==> config.mk <==
export PLATFORM = sky130hd
export DESIGN_NAME = async_fifo_wr_ctrl
export DESIGN_NICKNAME = d
export VERILOG_FILES = /design/src/rtl/async_fifo_wr_ctrl.sv
export SDC_FILE = /design/constraint.sdc
export NUM_CORES = 1
export LEC_CHECK = 0
export BUFFER_PORTS_ARGS = -buffer_cell sky130_fd_sc_hd__clkbuf_2
export CORE_MARGIN = 2
export CORE_UTILIZATION = 50
export CTS_BUF_LIST = sky130_fd_sc_hd__clkbuf_4
export CTS_CLUSTER_SIZE = 24
export DETAILED_ROUTE_END_ITERATION = 8
export PLACE_DENSITY = 0.79
export SLEW_MARGIN = 15
export SYNTH_ARGS = -nofsm -noshare
export SYNTH_HDL_FRONTEND = slang
export SYNTH_SLANG_ARGS = --single-unit
==> constraint.sdc <==
create_clock -name clk_i -period 2.9 [get_ports clk_i]
set_input_delay 0 -clock clk_i [delete_from_list [all_inputs] [get_ports clk_i]]
set_output_delay 0 -clock clk_i [all_outputs]
set_load 0.01 [all_outputs]
==> src/rtl/async_fifo_wr_ctrl.sv <==
// rtl/async_fifo_wr_ctrl.sv - write-domain pointer, flag, level and overflow controller for the async FIFO
module async_fifo_wr_ctrl #(
    parameter int FIFO_DEPTH   = 8,
    parameter int SIZE         = $clog2(FIFO_DEPTH),
    parameter int AFULL_THRESH = FIFO_DEPTH - 2
) (
    input  logic            clk_i,
    input  logic            rst_i,
    input  logic            wr_en_i,
    input  logic            clr_ovf_i,
    input  logic [SIZE:0]   rd_addr_gray_synced_i,
    output logic            wr_ram_en_o,
    output logic [SIZE-1:0] wr_addr_o,
    output logic [SIZE:0]   wr_addr_gray_o,
    output logic            full_o,
    output logic            almost_full_o,
    output logic [SIZE:0]   level_o,
    output logic            overflow_o
);

    localparam logic [SIZE:0] LP_THRESH = (SIZE+1)'(AFULL_THRESH);

    logic [SIZE:0] r_wr_bin;
    logic [SIZE:0] r_wr_gray;
    logic [SIZE:0] r_level;
    logic          r_full;
    logic          r_afull;
    logic          r_ovf;

    logic          w_push;
    logic [SIZE:0] w_wr_bin_next;
    logic [SIZE:0] w_wr_gray_next;
    logic [SIZE:0] w_rd_bin;
    logic [SIZE:0] w_level_next;
    logic [SIZE:0] w_full_gray;

    // Each binary bit is the XOR of all Gray bits at and above it.
    always_comb begin
        w_rd_bin = '0;
        for (int i = 0; i <= SIZE; i++) begin
            w_rd_bin[i] = ^(rd_addr_gray_synced_i >> i);
        end
    end

    // Full when the write pointer is exactly one lap ahead of the read pointer.
    assign w_full_gray    = {~rd_addr_gray_synced_i[SIZE:SIZE-1], rd_addr_gray_synced_i[SIZE-2:0]};
    assign w_push         = wr_en_i & ~r_full;
    assign w_wr_bin_next  = r_wr_bin + {{SIZE{1'b0}}, w_push};
    assign w_wr_gray_next = w_wr_bin_next ^ (w_wr_bin_next >> 1);
    assign w_level_next   = w_wr_bin_next - w_rd_bin;

    always_ff @(posedge clk_i or posedge rst_i) begin
        if (rst_i) begin
            r_wr_bin  <= '0;
            r_wr_gray <= '0;
            r_level   <= '0;
            r_full    <= 1'b0;
            r_afull   <= 1'b0;
            r_ovf     <= 1'b0;
        end else begin
            r_wr_bin  <= w_wr_bin_next;
            r_wr_gray <= w_wr_gray_next;
            r_level   <= w_level_next;
            r_full    <= (w_wr_gray_next == w_full_gray);
            r_afull   <= (w_level_next >= LP_THRESH);
            if (wr_en_i && r_full) begin
                r_ovf <= 1'b1;
            end else if (clr_ovf_i) begin
                r_ovf <= 1'b0;
            end
        end
    end

    assign wr_ram_en_o    = w_push;
    assign wr_addr_o      = r_wr_bin[SIZE-1:0];
    assign wr_addr_gray_o = r_wr_gray;
    assign full_o         = r_full;
    assign almost_full_o  = r_afull;
    assign level_o        = r_level;
    assign overflow_o     = r_ovf;

endmodule

==> flow_metrics.py <==
metrics = {
    "routing": {
        "drt_iter0_markers": 8,
        "drtPass1Iterations": 5,
        "drcViolationCount": 0,
        "vias": 474,
        "drtAntennaViolNets": 0,
        "drt_wl_total_mm": 1.191,
        "viasPerCell": 4.788,
        "wire_per_inst_um": 12.03,
    },
    "worst_setup_path": {
        "critPathKind": "flop to flop",
        "crit_required_ns": 3.08,
        "end_kind": "flop",
        "reg2reg_slack_ns": 0.67,
        "r2r_end": "almost_full_o",
        "critPathMaxFanout": 3,
        "crit_arrival_ns": 2.40,
        "r2r-start": "full_o",
        "crit_path_start_kind": "flop",
        "r2r_cells": 9,
    },
    "cts": {
        "clk_latency_ns": 0.28,
        "clock_sinks": 14,
        "clock_path_buffers": 2,
        "clkTransAtPathRegs_ns": 0.08,
        "clock-root-buffer": "clkbuf_4",
        "cts_tree": "built",
        "cts-buffers-inserted": 3,
        "h-tree-depth": 1,
    },
    "power_and_ir_drop": {
        "power.leakage_nw": 0.4637,
        "finalPower_w": 0.001153,
        "power.density_nw_per_um2": 1317,
        "irDropWorstVdd_uv": 612.5,
    },
    "synthesis": {
        "synth_flop_cell": "dfrtp_1",
        "syn_inst": 54,
        "synth.area.top_cells": "dfrtp_1 (51%), ha_1 (9.2%), xnor2_1 (6.4%)",
        "ys_seq_area_frac": 0.5128,
        "ys_ff_latch": 14,
        "synthesis.nets": 68,
        "synth_top_area_cell": "dfrtp_1",
        "syn-cell-area_um2": 683.2,
        "synth.distinct_cells": 17,
        "synth_top_area_frac": 0.5128,
        "synth_common_cells": "dfrtp_1 (14), inv_1 (8), ha_1 (5), xnor2_1 (5), xor2_1 (5)",
        "synth-edff-count": 0,
        "ys_warn_count": 0,
        "synth.most_common_cell": "dfrtp_1",
        "avgSynthCellArea_um2": 12.65,
        "async_flop_share": 1.000,
    },
    "cells_and_area": {
        "nNetsFinal": 99,
        "stdcell_area_um2": 875.8,
        "areaGrowthSynthToFinish_pct": 28.21,
        "fin_util": 0.6816,
        "drive_above_1_share": 0.3452,
        "diodes": 0,
    },
    "sta": {
        "fin_tns_setup_ns": 0,
        "slew_viol_final": 0,
        "max-slew-margin-rel": 0.6598,
        "finalSetupViolCount": 0,
        "finalHoldViolCount": 0,
        "fin_worst_skew_ns": 0.005866,
        "fin_crit_ns": 2.226,
        "worstMarginPinSlew_ns": 0.5097,
        "fmax_ghz": 0.4493,
        "rsz0062_at_grt": "false",
        "fin_ws_ns": 0.6745,
        "fin_crit_sh": 0.7674,
    },
    "placed_design": {
        "dpl_cell_area_um2": 819.5,
        "place_congestion": 0.8558,
        "place.port_buffers": 22,
        "hpwlAfterDp_um": 937.8,
        "dp_slack_ns": 0.6812,
    },
    "die": {
        "fp.dieArea_um2": 1678,
        "initial_core_util": 0.5316,
        "die_x_um": 40.97,
        "io_pins": 23,
        "coreArea_um2": 1285,
        "fp-row-count": 13,
        "fp.dieH_um": 40.97,
    },
    "grt": {
        "antenna_found_initial": 0,
        "grt_max_degree": 15,
        "grt_pass1_vias": 408,
        "grt_pass1_wl_mm": 1.759,
        "grt_overflow": 0,
        "track_usage": 0.1730,
    },
    "outcome": {
        "status": "completed",
    },
    "hold_path": {
        "holdCritPathClass": "input port to flop",
        "hold_depth": 3,
        "worstHoldEndpoint": "full_o",
        "worstHoldStart": "rd_addr_gray_synced_i[3]",
    },
    "job": {
        "cap_violations": 0,
    },
}
==> sequential cells by signal, indices dropped and copies added, names as in the netlist <==
name and flops:
overflow_o 1, almost_full_o 1, wr_addr_gray_o 3, full_o 1
level_o 4, r_wr_bin 4
==> critical path, cell delays in order, from the launching register on <==
cell     delay [ns]
dfrtp_1        0.39
nor2b_1        0.15
ha_1           0.22
ha_1           0.21
xor2_2         0.09
ha_1           0.35
nand2_1        0.06
o21ai_0        0.20
xor3_1         0.29
a21o_1         0.17
==> logic make-up (layout without fill, tap and decap cells) <==
| kind of cell | count (synthesis) | after routing | synth area share |
|---|---|---|---|
| buffers and inverters | 8 | 38 | 0.04396 |
| flip-flops | 14 | 14 | 0.5128 |
| AO/OA/AOI/OAI | 5 | 5 | 0.04396 |
| AND/OR/NAND/NOR | 8 | 8 | 0.06777 |
| adder cells (fa/ha/maj) | 6 | 6 | 0.1209 |
| XOR/XNOR | 13 | 13 | 0.2106 |
==> metrics by stage <==
stage,hold slack [ns],std cells
global route,0.05811,99
CTS,0.02909,99
floorplan,-0.1108,54
finish,0.03055,99
detailed placement,0.04716,92
global placement,0.02318,92
==> cells in the final DEF, fill, tap and decap left out <==
| cell | instances |
|---|---|
| or3_1 | 2 |
| fa_1 | 1 |
| o21ai_0 | 2 |
| a21o_1 | 1 |
| xor2_2 | 2 |
| nand2_1 | 2 |
| xor3_1 | 1 |
| a21oi_1 | 1 |
| buf_4 | 1 |
| clkbuf_2 | 22 |
| xnor2_1 | 5 |
| nor2b_1 | 1 |
| dlygate4sd3_1 | 3 |
| clkbuf_4 | 3 |
| xor2_1 | 5 |
| nand3_2 | 1 |
| a22oi_1 | 1 |
| inv_1 | 8 |
| dfrtp_1 | 14 |
| ha_1 | 5 |
| nand3_1 | 2 |
| clkinv_1 | 1 |
==> metal layers <==
| layer | GRT usage | up-vias | part of all wire |
|---|---|---|---|
| met5 | 0 | - | 0 |
| met4 | 0.1500 | 0 | 0.023 |
| met3 | 0.01630 | 4 | 0.052 |
| met2 | 0.2734 | 21 | 0.51 |
| met1 | 0.2076 | 217 | 0.41 |
| li1 | - | 232 | - |
==> power by group <==
part	leakage, nW	switching (W)	internal [W]
sequential	0.167	0.0000496	0.000308
clock	0.0154	0.0000595	0.0000499
combinational	0.281	0.000368	0.000318
total	0.464	0.000477	0.000676
==> repair_timing <==
item | CTS | global route
hold buffers | 3 | 0
gates resized for setup | 0 | 0
buffers inserted | 0 | 0
endpoints found under the hold margin | 15 | 0
==> worst max path at each step <==
stage,startpoint,to,slack [ns],cells after the start
after floorplan,full_o,almost_full_o,0.55,9
after global placement,full_o,almost_full_o,0.81,9
after detailed placement,full_o,almost_full_o,0.68,9
after CTS,full_o,almost_full_o,0.67,9
after global routing,full_o,almost_full_o,0.51,9
final,full_o,almost_full_o,0.67,9
==> cell type report <==
type | count | area [µm²]
fillers | 114 | 409.1
flip-flops and latches | 14 | 350.3
multi-input cells | 32 | 302.8
repair buffers | 26 | 147.6
inverters | 8 | 30.03
clock buffers | 3 | 22.52
well taps | 15 | 18.77
clock inverters | 1 | 3.754
Power figures use the tool's default switching activity.
